<file path="src/rtl/cwc_pkg.sv">
// Shared definitions for the counter window controller.
//   state_t      : controller FSM states (3-bit binary encoding)
//   CLR_CYC      : length of the counter clear strobe in cycles
//   cwc_settle_w : width of the settle timer for a given settle length
package cwc_pkg;

    typedef enum logic [2:0] {
        IDLE   = 3'd0,
        CLEAR  = 3'd1,
        COUNT  = 3'd2,
        SETTLE = 3'd3,
        HOLD   = 3'd4
    } state_t;

    localparam int unsigned CLR_CYC = 1;

    function automatic int cwc_settle_w(input int cyc);
        return $clog2(cyc + 1);
    endfunction

endpackage

</file>
<file path="src/rtl/cwc_down_timer.sv">
// Loadable down-counter with a zero flag.
//   clk, rst  : clock, asynchronous active-high reset
//   load      : load load_val (has priority over dec)
//   load_val  : value to load
//   dec       : decrement by one; holds at zero
//   zero      : counter value is zero
module cwc_down_timer #(
    parameter int W = 8
) (
    input  logic         clk,
    input  logic         rst,
    input  logic         load,
    input  logic [W-1:0] load_val,
    input  logic         dec,
    output logic         zero
);

    logic [W-1:0] cnt;

    always_ff @(posedge clk or posedge rst) begin
        if (rst) begin
            cnt <= '0;
        end else if (load) begin
            cnt <= load_val;
        end else if (dec && (cnt != '0)) begin
            cnt <= cnt - 1'b1;
        end
    end

    assign zero = (cnt == '0);

endmodule

</file>
<file path="src/rtl/counter_window_ctrl.sv">
// Sequencing controller for an external ripple up-counter: clears it, gates
// its enable for win_len cycles, waits SETTLE_CYC cycles, then captures the
// count and a wrap flag onto a valid/ready result interface.
//   clk, rst            : clock, asynchronous active-high reset
//   start, abort        : begin a measurement (IDLE only) / cancel from any state
//   win_len             : window length, latched on accepted start
//   cnt_clr, cnt_en     : clear strobe and count gate to the counter
//   cnt_q               : counter value
//   busy                : high in every state except IDLE
//   res_valid/res_ready : result handshake
//   res_data, res_ovf   : captured count and wrap flag
module counter_window_ctrl
    import cwc_pkg::*;
#(
    parameter int CNT_W      = 4,
    parameter int WIN_W      = 8,
    parameter int SETTLE_CYC = 3
) (
    input  logic             clk,
    input  logic             rst,
    input  logic             start,
    input  logic             abort,
    input  logic [WIN_W-1:0] win_len,
    output logic             cnt_clr,
    output logic             cnt_en,
    input  logic [CNT_W-1:0] cnt_q,
    output logic             busy,
    output logic             res_valid,
    input  logic             res_ready,
    output logic [CNT_W-1:0] res_data,
    output logic             res_ovf
);

    localparam int SW = cwc_settle_w(SETTLE_CYC);

    state_t           state, state_n;
    logic             accept;
    logic             win_zero, settle_zero, settle_load;
    logic [CNT_W-1:0] prev;
    logic             ovf;

    assign accept = (state == IDLE) && start && !abort;

    // Window timer is loaded on accept and also decremented during CLEAR, so
    // COUNT sees win_len-1 .. 0 and its last cycle is the one where zero is set.
    cwc_down_timer #(.W(WIN_W)) u_win (
        .clk      (clk),
        .rst      (rst),
        .load     (accept),
        .load_val (win_len),
        .dec      ((state == CLEAR) || (state == COUNT)),
        .zero     (win_zero)
    );

    // Settle timer is loaded with SETTLE_CYC-1 on entry, so SETTLE lasts
    // SETTLE_CYC cycles and ends on the cycle where zero is set.
    assign settle_load = (state_n == SETTLE) && (state != SETTLE);

    cwc_down_timer #(.W(SW)) u_settle (
        .clk      (clk),
        .rst      (rst),
        .load     (settle_load),
        .load_val (SW'(SETTLE_CYC - 1)),
        .dec      (state == SETTLE),
        .zero     (settle_zero)
    );

    always_ff @(posedge clk or posedge rst) begin
        if (rst) begin
            state <= IDLE;
        end else begin
            state <= state_n;
        end
    end

    always_comb begin
        state_n   = state;
        cnt_clr   = 1'b0;
        cnt_en    = 1'b0;
        busy      = 1'b1;
        res_valid = 1'b0;
        case (state)
            IDLE:   busy      = 1'b0;
            CLEAR:  cnt_clr   = 1'b1;
            COUNT:  cnt_en    = 1'b1;
            HOLD:   res_valid = 1'b1;
            default: ;
        endcase
        if (abort) begin
            state_n = IDLE;
        end else begin
            case (state)
                IDLE:    if (start) state_n = CLEAR;
                CLEAR:   state_n = win_zero ? SETTLE : COUNT;
                COUNT:   if (win_zero) state_n = SETTLE;
                SETTLE:  if (settle_zero) state_n = HOLD;
                HOLD:    if (res_ready) state_n = IDLE;
                default: state_n = IDLE;
            endcase
        end
    end

    always_ff @(posedge clk or posedge rst) begin
        if (rst) begin
            prev     <= '0;
            ovf      <= 1'b0;
            res_data <= '0;
            res_ovf  <= 1'b0;
        end else begin
            if (accept) begin
                prev <= '0;
                ovf  <= 1'b0;
            end else if ((state == COUNT) || (state == SETTLE)) begin
                prev <= cnt_q;
                if (cnt_q < prev) begin
                    ovf <= 1'b1;
                end
            end
            // A wrap seen on the capture edge itself is folded into the result.
            if ((state == SETTLE) && (state_n == HOLD)) begin
                res_data <= cnt_q;
                res_ovf  <= ovf | (cnt_q < prev);
            end
        end
    end

endmodule

</file>
<file path="config.mk">
export PLATFORM = sky130hd
export DESIGN_NAME = counter_window_ctrl
export DESIGN_NICKNAME = d
export VERILOG_FILES = /design/src/rtl/cwc_pkg.sv /design/src/rtl/cwc_down_timer.sv /design/src/rtl/counter_window_ctrl.sv
export SDC_FILE = /design/constraint.sdc
export NUM_CORES = 1
export LEC_CHECK = 0
export BUFFER_PORTS_ARGS = -buffer_cell sky130_fd_sc_hd__buf_4
export CAP_MARGIN = 25
export CORE_UTILIZATION = 30
export DETAILED_ROUTE_END_ITERATION = 16
export SETUP_SLACK_MARGIN = 0.15
export SYNTH_ARGS = -nofsm -noshare
export SYNTH_HDL_FRONTEND = slang
export SYNTH_HIERARCHICAL = 1
export SYNTH_SLANG_ARGS = --single-unit
</file>
<file path="constraint.sdc">
create_clock -name clk -period 2.75 [get_ports clk]
set_clock_uncertainty 0.2 [all_clocks]
set_input_delay 0.275 -clock clk [delete_from_list [all_inputs] [get_ports clk]]
set_output_delay 0.275 -clock clk [all_outputs]
set_load 0.05 [all_outputs]
</file>
==> flow_metrics.env <==
export IMPL_layout_min_cycle_time_ns=2.44
export IMPL_synth_seq_cells=23
export IMPL_synth_edf_count=0
export IMPL_worstPathMaxFanout=4
export IMPL_ctsHtreeMaxLevel=1
export IMPL_maxClockFrequency_ghz=0.410
export IMPL_slew_headroom_pct=56.6
export IMPL_critPathCaptureType="flip-flop"
export IMPL_fin_crit_sh_pct=88.7
export IMPL_setup_tns_final_ns=0
export IMPL_filler_cells=445
export IMPL_multi_input_comb_area_sq_um=731
export IMPL_drt_drc_violations_left=0
export IMPL_cts_tree="built"
export IMPL_yosysSeqAreaShare_pct=42.0
export IMPL_final_hold_violation_count=0
export IMPL_dieArea_sq_um=4850
export IMPL_synth_ff_type="sky130_fd_sc_hd__dfrtp_1"
export IMPL_worst_setup_hold_path_clk_slew_ns=0.09
export IMPL_commonest_cells_in_the_synthesized_netlist="sky130_fd_sc_hd__dfrtp_1, sky130_fd_sc_hd__nand2_1, sky130_fd_sc_hd__inv_1, sky130_fd_sc_hd__a21oi_1"
export IMPL_numPlacedInstances=216
export IMPL_detail_route_wirelength_mm=2.72
export IMPL_timing_critical_path_required_ns=2.71
export IMPL_min_path_cells=3
export IMPL_seq_area_sq_um=576
export IMPL_startpoint_type_of_the_worst_setup_path="flip-flop"
export IMPL_detail_route_antenna_nets=0
export IMPL_cts_buffers_inserted=3
export IMPL_yosys_cell_types_count=45
export IMPL_dpl_hpwl_mm=2.04
export IMPL_number_of_buffers_on_the_longest_clock_path=2
export IMPL_placedInstanceArea_sq_um=1620
export IMPL_worstHoldPathType="in -> reg"
export IMPL_rows=24
export IMPL_placeableCoreArea_sq_um=4380
export IMPL_worst_setup_path_type="reg -> reg"
export IMPL_post_drt_wl_per_cell_um=12.3
export IMPL_total_leakage_power_nw=0.741
export IMPL_vias_per_cell=4.73
export IMPL_first_pass_iters=4
export IMPL_first_pass_grt_wire_length_mm=4.84
export IMPL_routedLengthMet1_mm=1.31
export IMPL_synth_largest_area_cell="sky130_fd_sc_hd__dfrtp_1"
export IMPL_grt_start_max_net_pins=15
export IMPL_met2WireLength_mm=1.28
export IMPL_route_top_layer_used="met4"
export IMPL_route_vias_total=1045
export IMPL_floorplan_die_width_um=69.6
export IMPL_cts_post_setup_buffers_inserted=0
export IMPL_finalSetupViolCount=0
export IMPL_antenna_found_initial=0
export IMPL_global_route_usage_over_all_layers_pct=12.3
export IMPL_grt_overflow_total=0
export IMPL_boundaryPins=26
export IMPL_rr_worst_depth=7
export IMPL_number_of_global_route_vias_before_repair=1047
export IMPL_wl_met3_um=116
export IMPL_final_net_count=193
export IMPL_most_used_standard_cell_by_instance_count_after_synthesis="sky130_fd_sc_hd__dfrtp_1"
export IMPL_postSynthNetCount=163
export IMPL_finalMaxSlewViolations=0
export IMPL_detail_route_iter0_violations=46
export IMPL_io_buffers=25
export IMPL_final_cell_count_without_fillers=221
export IMPL_dieHeight_um=69.6
export IMPL_clk_latency_ns=0.27
export IMPL_vdd_ir_drop_worst_uv=508
export IMPL_max_slew_worst_pin_slew_ns=0.642
export IMPL_antenna_diode_count=0
export IMPL_gp_congestion=0.751
export IMPL_area_growth_synth_to_final_pct=23.0
export IMPL_syn_avg_cell_area_sq_um=9.80
export IMPL_fraction_of_synthesized_cell_area_taken_by_the_top_area_cell_type_pct=42.0
export IMPL_yosysWarningCount=6
export IMPL_cap_viol_max_count=0
export IMPL_netlist_area_sq_um=1370
export IMPL_rsz0062_at_grt="false"
export IMPL_synth_cells=140
export IMPL_run_status="finished clean"
export IMPL_design_area_sq_um=1690
export IMPL_async_flop_share_pct=100
export IMPL_p_per_area_nw_per_um2=911
export IMPL_cts_sinks=23
export IMPL_drive_gt1_share_pct=27.2
export IMPL_starting_density_of_the_core_pct=31.3
export IMPL_clock_root_buffer="sky130_fd_sc_hd__clkbuf_8"
export IMPL_yosys_top_cells_area="sky130_fd_sc_hd__dfrtp_1, sky130_fd_sc_hd__ha_1, sky130_fd_sc_hd__nand2_1, sky130_fd_sc_hd__inv_1, sky130_fd_sc_hd__mux2_2"
export IMPL_cp_arrival_ns=2.39
logic make-up (layout without fill, tap and decap cells):
logic type	Yosys count	count (layout)	share of synthesized area [%]
and+or+nand+nor	53	53	24.9
AOI/OAI and AO/OA	28	28	13.2
DFF	23	23	42.0
buffers and inverters	17	46	5.84
adders and majority gates	6	6	5.47
muxes	6	6	4.84
xor gates and xnor gates	5	5	3.19
other	2	2	0.548
report_power, final:
part	internal [mW]	leakage (nW)	total, mW	switching (mW)
logic	0.311	0.426	0.737	0.426
registers	0.473	0.290	0.584	0.112
clock network	0.101	0.0255	0.215	0.113
total	0.885	0.741	1.54	0.651
critical path, cell delays in order, from the launching register on:
cell and delay (ns):
sky130_fd_sc_hd__dfrtp_1 0.39, sky130_fd_sc_hd__inv_1 0.11, sky130_fd_sc_hd__ha_1 0.17, sky130_fd_sc_hd__or4b_4 0.49
sky130_fd_sc_hd__nor2_1 0.18, sky130_fd_sc_hd__nor4b_4 0.27, sky130_fd_sc_hd__and2b_4 0.22, sky130_fd_sc_hd__a221o_1 0.30
flip-flops by register name, indices dropped and copies added (netlist names):
signal / count
u_win/cnt: 8
prev: 4
res_data: 4
state: 3
u_settle/cnt: 2
ovf: 1
res_ovf: 1
metrics by stage:
stage | worst slack (ns) | hold slack [ns] | util, % | power (mW)
after global placement | 0.324 | -0.0452 | 37.0 | 1.31
after CTS | 0.270 | 0.00551 | 38.3 | 1.55
final | 0.311 | 0.0110 | 38.5 | 1.54
after floorplan | 0.248 | -0.184 | - | 1.14
after detailed placement | 0.286 | -0.0453 | 37.0 | 1.33
after global routing | 0.183 | 0.0100 | 38.5 | 1.67
layout by cell type (no fill, tap or decap), drive strengths merged, types with 3 or more instances in the layout:
master	Yosys	routed
a21oi	7	7
and2b	3	3
buf	3	28
clkbuf	1	3
dfrtp	23	23
ha	6	6
inv	13	13
mux2	5	5
nand2	18	18
nand2b	5	5
nor2	6	6
nor3b	3	3
nor4b	4	4
o21ai	9	9
xnor2	3	3
metal layers:
| metal | vias up | GRT usage, % |
|---|---|---|
| met3 | 2 | 3.92 |
| met1 | 485 | 16.2 |
| met2 | 19 | 20.3 |
| met5 | - | 0 |
| met4 | 0 | 2.00 |
| li1 | 539 | - |
area by class of cell:
class,instances,share of cell area (%)
tap,52,3.86
timing repair buffer,29,13.1
clock buffer,3,2.45
inverter,13,2.89
sequential,23,34.1
clock inverter,1,0.297
multi-input combinational,100,43.3
repair_timing:
action	4_1_cts	5_1_grt
endpoints found under the hold margin	23	0
resized for setup	0	1
endpoints found under the setup margin	0	1
hold buffers	1	0
final timing paths:
check	endpoint	from	slack (ns)
hold reg to reg	res_data[3]	res_data[3]	0.31
hold / removal	u_win/cnt[2]	win_len[2]	0.01
setup reg to reg	u_settle/cnt[0]	u_win/cnt[0]	0.31
min in group asynchronous	u_settle/cnt[0]	rst	0.22
max in group asynchronous	state[0]	rst	1.60
setup / recovery	u_settle/cnt[0]	u_win/cnt[0]	0.31
(Power assumes the default switching activity.)
